[src/rtl/sata_pkg.sv]
// Shared SATA primitive constants and small helpers for the TX rate adapter.
// Fill words are defined per 4-byte group and replicated across wider datapaths.
package sata_pkg;

    localparam logic [31:0] ALIGN_DATA = 32'h7B4A4ABC;
    localparam logic [3:0]  ALIGN_CTRL = 4'b0001;
    localparam logic [31:0] SYNC_DATA  = 32'hB5B5957C;
    localparam logic [3:0]  SYNC_CTRL  = 4'b0001;

    // Smallest r with 2**r >= value; returns 0 for value <= 1.
    function automatic int log2ceil(input int value);
        int r;
        r = 0;
        for (int i = 0; i < 31; i++) begin
            if ((1 << i) < value) begin
                r = i + 1;
            end
        end
        return r;
    endfunction

    function automatic int max_int(input int a, input int b);
        return (a > b) ? a : b;
    endfunction

    // Byte of a 4-byte primitive that lands on a given lane of a wider word.
    function automatic logic [7:0] fill_byte(input logic [31:0] word, input int lane);
        return word[8*(lane % 4) +: 8];
    endfunction

    function automatic logic fill_kflag(input logic [3:0] kmask, input int lane);
        return kmask[lane % 4];
    endfunction

endpackage

[src/rtl/sata_tx_slot_gen.sv]
// Slot timing for the TX rate adapter: tracks the active generation, the
// per-word slot counter and the settle window after reset or a rate change.
module sata_tx_slot_gen
    import sata_pkg::*;
#(
    parameter int GENS          = 3,
    parameter int SETTLE_CYCLES = 4
) (
    input  logic       tx_clkout,
    input  logic       tx_reset,
    input  logic [1:0] sata_gen,
    output logic       slot,
    output logic       settle_active,
    output logic       gen_change,
    output logic       settling,
    output logic       in_ready
);

    localparam int CNT_W = max_int(1, log2ceil(1 << (GENS - 1)));
    localparam int SET_W = max_int(1, log2ceil(SETTLE_CYCLES + 1));

    logic [1:0]       gen_reg;
    logic [1:0]       gen_clamped;
    logic [CNT_W-1:0] cnt_reg;
    logic [CNT_W-1:0] cnt_next;
    logic [CNT_W-1:0] ratio_m1;
    logic [SET_W-1:0] settle_reg;
    logic [SET_W-1:0] settle_next;
    int               shift_amt;

    always_comb begin
        if (int'(sata_gen) >= GENS) begin
            gen_clamped = 2'(GENS - 1);
        end else begin
            gen_clamped = sata_gen;
        end
    end

    assign gen_change = (gen_clamped != gen_reg);

    // Slot period is 2**(GENS-1-gen); the counter wraps at period-1.
    always_comb begin
        shift_amt = GENS - 1 - int'(gen_reg);
        ratio_m1  = CNT_W'((1 << shift_amt) - 1);
    end

    assign settle_active = (settle_reg != '0);
    assign slot          = (cnt_reg == '0) & ~settle_active & ~gen_change;
    assign settling      = settle_active | gen_change;
    assign in_ready      = slot & ~tx_reset;

    always_comb begin
        cnt_next    = cnt_reg;
        settle_next = settle_reg;
        if (gen_change) begin
            cnt_next    = '0;
            settle_next = SET_W'(SETTLE_CYCLES);
        end else if (settle_active) begin
            cnt_next    = '0;
            settle_next = settle_reg - SET_W'(1);
        end else if (cnt_reg == ratio_m1) begin
            cnt_next = '0;
        end else begin
            cnt_next = cnt_reg + CNT_W'(1);
        end
    end

    always_ff @(posedge tx_clkout) begin
        if (tx_reset) begin
            gen_reg    <= gen_clamped;
            cnt_reg    <= '0;
            settle_reg <= SET_W'(SETTLE_CYCLES);
        end else begin
            gen_reg    <= gen_clamped;
            cnt_reg    <= cnt_next;
            settle_reg <= settle_next;
        end
    end

endmodule

[src/rtl/sata_tx_rate_adapter.sv]
// TX generation rate adapter: presents one word per transceiver slot, inserts
// fill primitives on underrun and during the settle window after a rate change.
module sata_tx_rate_adapter
    import sata_pkg::*;
#(
    parameter int          BYTES         = 4,
    parameter int          GENS          = 3,
    parameter int          SETTLE_CYCLES = 4,
    parameter logic [31:0] FILL_DATA     = ALIGN_DATA,
    parameter logic [3:0]  FILL_CTRL     = ALIGN_CTRL,
    parameter int          UNDERRUN_BITS = 16
) (
    input  logic                     tx_clkout,
    input  logic                     tx_reset,
    input  logic [1:0]               sata_gen,
    input  logic [8*BYTES-1:0]       in_data,
    input  logic [BYTES-1:0]         in_ctrl,
    input  logic                     in_valid,
    output logic                     in_ready,
    output logic [8*BYTES-1:0]       tx_dataout,
    output logic [BYTES-1:0]         tx_ctrlout,
    output logic                     slot_strobe,
    output logic                     underrun,
    output logic [UNDERRUN_BITS-1:0] underrun_count,
    output logic                     settling
);

    logic [8*BYTES-1:0]       fill_data;
    logic [BYTES-1:0]         fill_ctrl;

    logic                     slot;
    logic                     settle_active;
    logic                     gen_change;

    logic [8*BYTES-1:0]       data_reg,      data_next;
    logic [BYTES-1:0]         ctrl_reg,      ctrl_next;
    logic                     strobe_reg,    strobe_next;
    logic                     underrun_reg,  underrun_next;
    logic [UNDERRUN_BITS-1:0] count_reg,     count_next;
    // Set while the output already carries a settle fill, so a settle run strobes once.
    logic                     fill_hold_reg, fill_hold_next;

    genvar gi;
    generate
        for (gi = 0; gi < BYTES; gi++) begin : g_fill
            assign fill_data[8*gi +: 8] = fill_byte(FILL_DATA, gi);
            assign fill_ctrl[gi]        = fill_kflag(FILL_CTRL, gi);
        end
    endgenerate

    sata_tx_slot_gen #(
        .GENS          (GENS),
        .SETTLE_CYCLES (SETTLE_CYCLES)
    ) u_slot_gen (
        .tx_clkout     (tx_clkout),
        .tx_reset      (tx_reset),
        .sata_gen      (sata_gen),
        .slot          (slot),
        .settle_active (settle_active),
        .gen_change    (gen_change),
        .settling      (settling),
        .in_ready      (in_ready)
    );

    always_comb begin
        data_next      = data_reg;
        ctrl_next      = ctrl_reg;
        strobe_next    = 1'b0;
        underrun_next  = 1'b0;
        count_next     = count_reg;
        fill_hold_next = fill_hold_reg;
        if (gen_change) begin
            data_next      = fill_data;
            ctrl_next      = fill_ctrl;
            strobe_next    = 1'b1;
            fill_hold_next = 1'b1;
        end else if (settle_active) begin
            data_next      = fill_data;
            ctrl_next      = fill_ctrl;
            strobe_next    = ~fill_hold_reg;
            fill_hold_next = 1'b1;
        end else if (slot) begin
            strobe_next    = 1'b1;
            fill_hold_next = 1'b0;
            if (in_valid) begin
                data_next = in_data;
                ctrl_next = in_ctrl;
            end else begin
                data_next     = fill_data;
                ctrl_next     = fill_ctrl;
                underrun_next = 1'b1;
                if (count_reg != {UNDERRUN_BITS{1'b1}}) begin
                    count_next = count_reg + UNDERRUN_BITS'(1);
                end
            end
        end
    end

    always_ff @(posedge tx_clkout) begin
        if (tx_reset) begin
            data_reg      <= fill_data;
            ctrl_reg      <= fill_ctrl;
            strobe_reg    <= 1'b0;
            underrun_reg  <= 1'b0;
            count_reg     <= '0;
            fill_hold_reg <= 1'b1;
        end else begin
            data_reg      <= data_next;
            ctrl_reg      <= ctrl_next;
            strobe_reg    <= strobe_next;
            underrun_reg  <= underrun_next;
            count_reg     <= count_next;
            fill_hold_reg <= fill_hold_next;
        end
    end

    assign tx_dataout     = data_reg;
    assign tx_ctrlout     = ctrl_reg;
    assign slot_strobe    = strobe_reg;
    assign underrun       = underrun_reg;
    assign underrun_count = count_reg;

endmodule

[config.mk]
export PLATFORM = sky130hd
export DESIGN_NAME = sata_tx_rate_adapter
export DESIGN_NICKNAME = d
export VERILOG_FILES = /design/src/rtl/sata_pkg.sv /design/src/rtl/sata_tx_slot_gen.sv /design/src/rtl/sata_tx_rate_adapter.sv
export SDC_FILE = /design/constraint.sdc
export NUM_CORES = 1
export LEC_CHECK = 0
export BUFFER_PORTS_ARGS = -buffer_cell sky130_fd_sc_hd__buf_2
export CAP_MARGIN = 5
export CORE_MARGIN = 10
export CORE_UTILIZATION = 44
export DETAILED_ROUTE_END_ITERATION = 7
export GPL_ROUTABILITY_DRIVEN = 0
export PLACE_DENSITY_LB_ADDON = 0.1
export SYNTH_ARGS = -nofsm -noshare
export SYNTH_HDL_FRONTEND = slang
export SYNTH_SLANG_ARGS = --single-unit
[constraint.sdc]
create_clock -name tx_clkout -period 2.3 [get_ports tx_clkout]
set_input_delay 0.23 -clock tx_clkout [delete_from_list [all_inputs] [get_ports tx_clkout]]
set_output_delay 0.23 -clock tx_clkout [all_outputs]
set_load 0.005 [all_outputs]
* Word-level counts from Yosys, hierarchy flattened
Index checks and enable logic that the tools add are counted.
** Cells by class
- Muxes and demuxes :: 7
- $add $sub $neg :: 5
- Equality and inequality tests :: 3
- Bitwise logic cells :: 10
- Shifts and indexed selects :: 1
- $lt $le $gt $ge :: 1
- Reduce and logical (&&, ||, !) cells :: 7
** Operators by type and width (count)
- 32-bit two-way mux :: 1
- 1-bit by 32-bit << shifter with 2-bit output, first input constant :: 1
- 16-bit by 1-bit adder with 16-bit output, second input constant :: 1
- 16-bit inequality test, second input constant :: 1
- 4-bit OR reduction :: 2
- 1-bit NOT :: 6
- 5-bit AND reduction :: 1
- 1-bit two-way mux :: 4
- 4-bit two-way mux :: 1
- 1-bit AND :: 3
- 3-bit nonzero test :: 1
- 3-bit OR reduction :: 1
- 2-bit by 2-bit subtractor with 3-bit output, first input constant :: 1
- 3-bit by 1-bit subtractor with 3-bit output, second input constant :: 1
- 2-bit by 1-bit adder with 2-bit output, second input constant :: 1
- 2-bit equality test :: 1
- 2-bit >= comparator, second input constant :: 1
- 2-bit logical NOT :: 1
- 2-bit two-way mux :: 1
- 2-bit inequality test :: 1
- 2-bit OR reduction :: 1
- 2-bit subtractor, second input constant :: 1
- 1-bit OR :: 1
** Storage, ports and cells
- Register bits after elaboration :: 62
- Input port bits :: 41

* Logic depth before layout (Yosys ltp)
Gate-level depths: netlist (run 1).
- Depth in word-level cells :: 8
- Gate-level depth with buffers :: 9

* Cells and area by module
From an unflattened synthesis (run 1), not the netlist that was laid out.
** Unflattened totals
- Cells, all modules :: 293
- Area, all modules :: 2610.0 um^2
** Modules (own cells, without submodules)
- sata_tx_rate_adapter :: area an instance 2162.1 um^2, instances 1, cells an instance 251
- sata_tx_slot_gen :: area an instance 447.9 um^2, instances 1, cells an instance 42

* Worst setup path after synthesis (run 1)
Ideal clock, no wire load.
- Kind :: register to register
- Start point :: reg u_slot_gen.settle_reg[0]
- End point :: reg count_reg[9], in the netlist underrun_count[9]
- Period minus slack after synthesis :: 2.253 ns
- Setup slack :: 0.047 ns
- Required time :: 2.231 ns
- Arrival time :: 2.184 ns
- Cell stages (with the launch flop) :: 9
- Path buffers :: 1
- Cells stage by stage :: dfxtp_1 inv_1 ha_1 or4b_1 a2bb2oi_1 or3_1 buf_2 or4_1 o21ai_1
** Between the ends
- Longest elaborated chain between the ends :: 5
** RTL lines
- start: declaration :: line sata_tx_slot_gen.sv:27 : logic [SET_W-1:0] settle_reg;
- start signal: assignment :: line sata_tx_slot_gen.sv:72 : settle_reg <= SET_W'(SETTLE_CYCLES);
- start signal: assignment :: line sata_tx_slot_gen.sv:76 : settle_reg <= settle_next;
- 3-bit nonzero test * :: line sata_tx_slot_gen.sv:47 : assign settle_active = (settle_reg != '0);
- 1-bit NOT * :: line sata_tx_slot_gen.sv:48 : assign slot = (cnt_reg == '0) & ~settle_active & ~gen_change;
- 1-bit AND (2 in a row) :: line sata_tx_slot_gen.sv:48
- 5-bit AND reduction (no line) *
- end signal: assignment :: line sata_tx_rate_adapter.sv:112 : count_reg <= count_next;
- end: declaration :: line sata_tx_rate_adapter.sv:39 : logic [UNDERRUN_BITS-1:0] count_reg, count_next;
Every way passes the cells marked *; elsewhere a longest branch is shown, timed or not.
A chain may end at the register's enable or synchronous reset.

* Final worst setup path (run 1)
- Start point :: reg u_slot_gen.settle_reg[0]
- End point :: out in_ready
** Between the ends
- Longest elaborated chain between the ends :: 5
** RTL lines
- 3-bit nonzero test :: line sata_tx_slot_gen.sv:47
- 1-bit NOT :: line sata_tx_slot_gen.sv:48
- 1-bit AND (2 in a row) :: line sata_tx_slot_gen.sv:48
- 1-bit AND :: line sata_tx_slot_gen.sv:50 : assign in_ready = slot & ~tx_reset;
- end: declaration :: line sata_tx_rate_adapter.sv:19 : output logic in_ready,
No other way between the ends.

==> impl_metrics.toml, run 1 <==
[status]
outcome = "finished clean"

[logic_synthesis]
synthArstFlopShare_pct = 0
syn_area_per_cell_sq_um = 8.423
syn_area_sq_um = 2611
synth_top_area_share_pct = 47.53
syn_inst = 310
ys_warn_count = 0
ys_top_cells_by_area = "dfxtp_1, nand2_1, nand3b_1, nand3_1, a21oi_1"
synth_seq_cells = 62
ys_seq_area_share_pct = 47.53
synth_ff_type = "dfxtp_1"
syn_nets = 356
synth_top_area_cell = "dfxtp_1"
ys_types = 41
synth_edf_count = 0

[setup_path]
worst-path-max-fanout = 3
path_class = "register to output pin"
worst_setup_path_start_kind = "register"
cp.required_ns = 2.07
crit_arrival_ns = 2.06
crit_path_end_kind = "output pin"

[cts]
clk_latency_ns = 0.34
cts_tree = "done"
cts.htree.levels = 3
cts_made_buffers = 9
postCtsHoldBufs = 0
path_clk_slew_ns = 0.07
cts_root_buffer = "clkbuf_8"
clk_path_buf_depth = 2
clock_sinks = 62

[routing]
drtAntennaViolNets = 0
totalWireLength_mm = 7.205
viasPerCell = 5.189
drt-pass1-iter-count = 4
drtIter0Drc = 89
vias = 2532
wl_per_cell_um = 14.76
drc = 0

[layout]
layout_common_cells = "buf_2, dfxtp_1, nand2_1"
final_common_cell = "buf_2"
n_fill_cell = 512
instances_no_fill = 488
syn2layout_area_growth_pct = 33.54
nets = 457
n_antenna_cell = 0
largest_register_ffs = 32
drive_gt1_share_pct = 35.58

[sta]
slew_headroom_pct = 70.85
tightest_slew_ns = 0.4372
setup_viol = 0
fin_crit_sh_pct = 99.75
period_minus_slack_ns = 2.294
rsz0062_at_grt = "true"
maxSlewViolCount = 0
max_freq_ghz = 0.4359
finClkSkew_ns = 0.009128
fin_tns_setup_ns = 0
finalHoldViolations = 0

[place]
place_inst = 468
place_hpwl_mm = 5.053
port_buffers = 96

[floorplan]
core_sq_um = 5642
die_w_um = 97.04
die_y_um = 97.04
ios = 97
die_area_sq_um = 9416
start_util_pct = 46.29
rows = 27

[global_route]
grt_pass1_vias = 2332
grt_start_max_net_pins = 39
grt_usage_pct = 14.19
overflow = 0
grt_pass1_wl_mm = 11.30
antenna_found_initial = 0

[hold_path]
hold_path_class = "primary input to register"

[power_and_ir_drop]
power_density_nw_per_um2 = 596.2
leakagePower_nw = 1.373
vdd_drop_max_mv = 0.3804

[run]
maxCapViolCount = 0
report_power, final:
| part | switching (mW) | leakage (nW) | total (mW) | internal, mW |
|---|---|---|---|---|
| Sequential | 0.00787 | 0.502 | 1.09 | 1.08 |
| Clock | 0.438 | 0.0852 | 0.829 | 0.391 |
| Combinational | 0.0797 | 0.786 | 0.158 | 0.0787 |
| Total | 0.526 | 1.37 | 2.08 | 1.55 |
synthesized netlist by cell type, types with 2 or more instances:
cell / number
nor3_1: 6
or3_1: 4
nor4_1: 6
xnor2_1: 9
mux2i_1: 2
and4_1: 2
ha_1: 5
and3_1: 2
clkbuf_1: 16
a211oi_1: 3
nor2b_1: 2
a21oi_1: 24
o21ai_0: 21
xor2_1: 2
inv_1: 6
nor2_1: 23
nand3_1: 25
nand2b_1: 3
dfxtp_1: 62
nand4_1: 6
nand3b_1: 18
nand2_1: 41
buf_2: 2
buf_1: 3
stage by stage:
stage	hold slack [ns]	setup WS [ns]	power, mW	instance area, sq um	util (%)
detailed placement	0.3999	-0.03051	1.253	3183	56.42
CTS	0.04799	-0.04451	2.102	3418	60.59
global route	0.06049	-0.07429	2.174	3487	61.81
global placement	0.3976	0.02859	1.252	3183	56.42
finish	0.06634	0.005740	2.079	3487	61.81
floorplan	0.3016	0.04686	1.195	2611	-
timing repair:
action,in CTS,in global routing
setup buffers,2,2
hold endpoints to repair,0,0
gates resized for setup,13,9
pin swaps,2,2
cloned,0,0
setup endpoints to repair,2,17
layout make-up:
type	count	area, sq um	area share [%]
inverter	6	22.52	0.6459
clock buffer	9	123.9	3.552
timing repair buffer	111	596.8	17.12
multi-input combinational	221	1359	38.97
tap	72	90.09	2.583
sequential	62	1244	35.67
clock inverter	7	51.30	1.471
layer usage:
layer	GRT usage (%)	wire length, um
met3	5.181	470
met5	0	0
met2	21.78	3358
met1	17.06	3220
met4	6.877	154
cells by family (layout without fill, tap and decap cells):
family / Yosys count / in the layout / share of synthesized area (%)
adders and majority gates: 5 / 5 / 2.396
muxes: 3 / 3 / 1.198
buffers and inverters: 27 / 133 / 3.977
AOI/OAI and AO/OA: 55 / 55 / 11.64
DFF: 62 / 62 / 47.53
and+or+nand+nor: 147 / 147 / 29.56
xor gates and xnor gates: 11 / 11 / 3.690
worst paths after layout:
check	from	endpoint	slack, ns	cells after the start
max	u_slot_gen.settle_reg[0]$_SDFFE_PP0P_	in_ready	0.006	8
min reg2reg	tx_dataout[31]$_SDFFE_PP0P_	tx_dataout[31]$_SDFFE_PP0P_	0.45	2
min	sata_gen[1]	u_slot_gen.gen_reg[1]$_DFF_P_	0.07	1
max reg2reg	u_slot_gen.settle_reg[0]$_SDFFE_PP0P_	underrun_count[9]$_SDFFE_PP0P_	0.03	7
worst max-delay path, stage by stage (launching register included):
cell and delay, ns:
dfxtp_2 0.32, inv_2 0.07, ha_4 0.14, or4b_4 0.47
a2bb2oi_4 0.17, buf_6 0.13, or2_4 0.23, nor2_2 0.08
buf_2 0.12
No activity file was read; power rests on OpenSTA's default activity.
==> run 2: changes to the inputs <==
PLACE_DENSITY = 0.75   (was not set)
PLACE_DENSITY_LB_ADDON = not set   (was 0.1)
==> run 2 against run 1 <==
- routed wire length is 2.9% higher
- first-iteration DRC count up 4.5%
- worst hold slack improved by 0.10 ns
- sequential power is essentially flat
- critical path depth did not move
- power up 6.5%
- flip-flop and latch count stayed put
- final cell count rose by 1.0%
- largest power group unchanged
- highest routed layer unchanged
==> impl_metrics.toml, run 2 (synthesized netlist as in run 1, its figures left out) <==
[routing]
drtAntennaViolNets = 0
viasPerCell = 5.178
drtIter0Drc = 93
totalWireLength_mm = 7.411
drc = 0
vias = 2553
wl_per_cell_um = 15.03
drt-pass1-iter-count = 4

[setup_path]
path_cells = "inv_2 -> ha_4 -> or4b_4 -> a2bb2oi_4 -> buf_6 -> or2_4 -> nor2_4 -> buf_2"
worst-path-buf-inv = 3
cp.required_ns = 2.07
crit_arrival_ns = 2.07
worst-path-max-fanout = 4
worst_setup_path_start_kind = "register"
max_stage_delay_ns = 0.47
path_class = "register to output pin"
cp_num_cells = 8
crit_path_end_kind = "output pin"
cp_slowest_cell = "or4b_4"
r2r_cells = 7
cp_top_family = "simple AND/OR/NAND/NOR gates"

[sta]
max_freq_ghz = 0.4353
slew_headroom_pct = 71.52
rsz0062_at_grt = "true"
period_minus_slack_ns = 2.297
fin_ws_ns = 0.002958
fin_crit_sh_pct = 99.87
tightest_slew_ns = 0.4272
finClkSkew_ns = 0.007721
setup_viol = 0
finalHoldViolations = 0
maxSlewViolCount = 0

[cts]
clk_path_buf_depth = 2
cts_made_buffers = 9
postCtsHoldBufs = 0
cts_root_buffer = "clkbuf_8"
path_clk_slew_ns = 0.06
clock_sinks = 62
cts.htree.levels = 3
clk_latency_ns = 0.32
cts_tree = "done"

[floorplan]
rows = 27
ios = 97
die_area_sq_um = 9416
die_y_um = 97.04
core_sq_um = 5642
start_util_pct = 46.29
die_w_um = 97.04

[global_route]
use_met2_pct = 23.67
grt_pass1_vias = 2431
grt_start_max_net_pins = 39
antenna_found_initial = 0
grt_usage_pct = 14.47
gr-usage-met1_pct = 17.34
overflow = 0
grt_pass1_wl_mm = 11.65
gr-usage-met3_pct = 4.258
top_usage_layer = "met2"

[status]
outcome = "finished clean"

[power_and_ir_drop]
vdd_drop_max_mv = 0.3026
pwr-share-clk_pct = 42.6
power_density_nw_per_um2 = 617.6
switchingPower_uw = 464.4
p_int_mw = 1.749
p_comb_share_pct = 8.0
leakagePower_nw = 1.433
switching_share_pct = 20.99
p_seq_share_pct = 49.3

[layout]
n_fill_cell = 486
nets = 465
drive_gt1_share_pct = 36.34
largest_register_ffs = 32
instances_no_fill = 493
multiInputGateArea_sq_um = 1363
seq_area_sq_um = 1244
layout_common_cells = "buf_2, dfxtp_1, nand2_1"
final_common_cell = "buf_2"
n_antenna_cell = 0
final_cell_area_sq_um = 3583
syn2layout_area_growth_pct = 37.23

[place]
dpl-instance-area_sq_um = 3233
dp_slack_ns = -0.04074
place_inst = 473
place_hpwl_mm = 5.179
port_buffers = 96

[run]
maxCapViolCount = 0

[hold_path]
hold_path_class = "primary input to register"
holdPathStages = 2
-- run 2: changes by cell type in the layout (fill, tap and decap cells not counted), sizes merged --
cell      before  now
clkinvlp       2    0
clkbuf         9   12
clkinv         5    0
bufinv         0    1
buf          111  119
-- run 2: through the flow --
step | total power [mW] | util [%] | setup TNS (ns) | hold WS [ns]
4_1_cts | 2.227 | 62.19 | -0.05986 | 0.1485
3_3_place_gp | 1.260 | 57.31 | 0 | 0.4352
2_1_floorplan | 1.195 | - | 0 | 0.3016
5_1_grt | 2.310 | 63.52 | -0.07876 | 0.1616
6_report | 2.213 | 63.52 | 0 | 0.1688
3_5_place_dp | 1.263 | 57.31 | -0.04074 | 0.4418
-- run 2: final timing paths --
kind | start | to | slack [ns]
worst min register to register | tx_dataout[20]$_SDFFE_PP0P_ | tx_dataout[20]$_SDFFE_PP0P_ | 0.45
worst max-delay path | u_slot_gen.settle_reg[0]$_SDFFE_PP0P_ | in_ready | 0.003
worst min-delay path | sata_gen[0] | u_slot_gen.gen_reg[0]$_DFF_P_ | 0.17
worst max register to register | u_slot_gen.settle_reg[0]$_SDFFE_PP0P_ | underrun_count[9]$_SDFFE_PP0P_ | 0.06
-- run 2: power groups by stage --
stage	registers [mW]	logic [mW]	clock network (mW)
2_1_floorplan	1.11	0.0817	0
3_3_place_gp	1.11	0.147	0
3_5_place_dp	1.11	0.150	0
4_1_cts	1.09	0.168	0.968
5_1_grt	1.09	0.196	1.02
6_report	1.09	0.178	0.943
-- run 2: repair_timing --
| item | in CTS | in global routing |
|---|---|---|
| pin swaps | 3 | 3 |
| gates cloned | 0 | 0 |
| buffers inserted | 5 | 2 |
| gates resized for setup | 12 | 11 |
| endpoints found under the setup margin | 2 | 12 |
-- run 2: layout make-up --
class	instances	share of cell area [%]
Sequential cell	62	34.71
Clock inverter	1	0.8380
Tap cell	72	2.514
Timing Repair Buffer	119	18.68
Clock buffer	12	4.609
Multi-Input combinational cell	221	38.02
Inverter	6	0.6285
-- run 2: routing by layer --
metal / wire length (um) / vias to the layer above
met3: 516 / 8
met5: 0 / -
met1: 3295 / 1160
li1: - / 1302
met4: 74 / 0
met2: 3525 / 83
-- run 2: worst register-to-register path: cells and delay by family, from the launching register on --
family,cells,cell delay [ns]
AND/OR/NAND/NOR,3,1.38
flip-flops,1,0.33
AO/OA/AOI/OAI,2,0.25
adder cells (fa/ha/maj),1,0.14
buffers and inverters,1,0.08
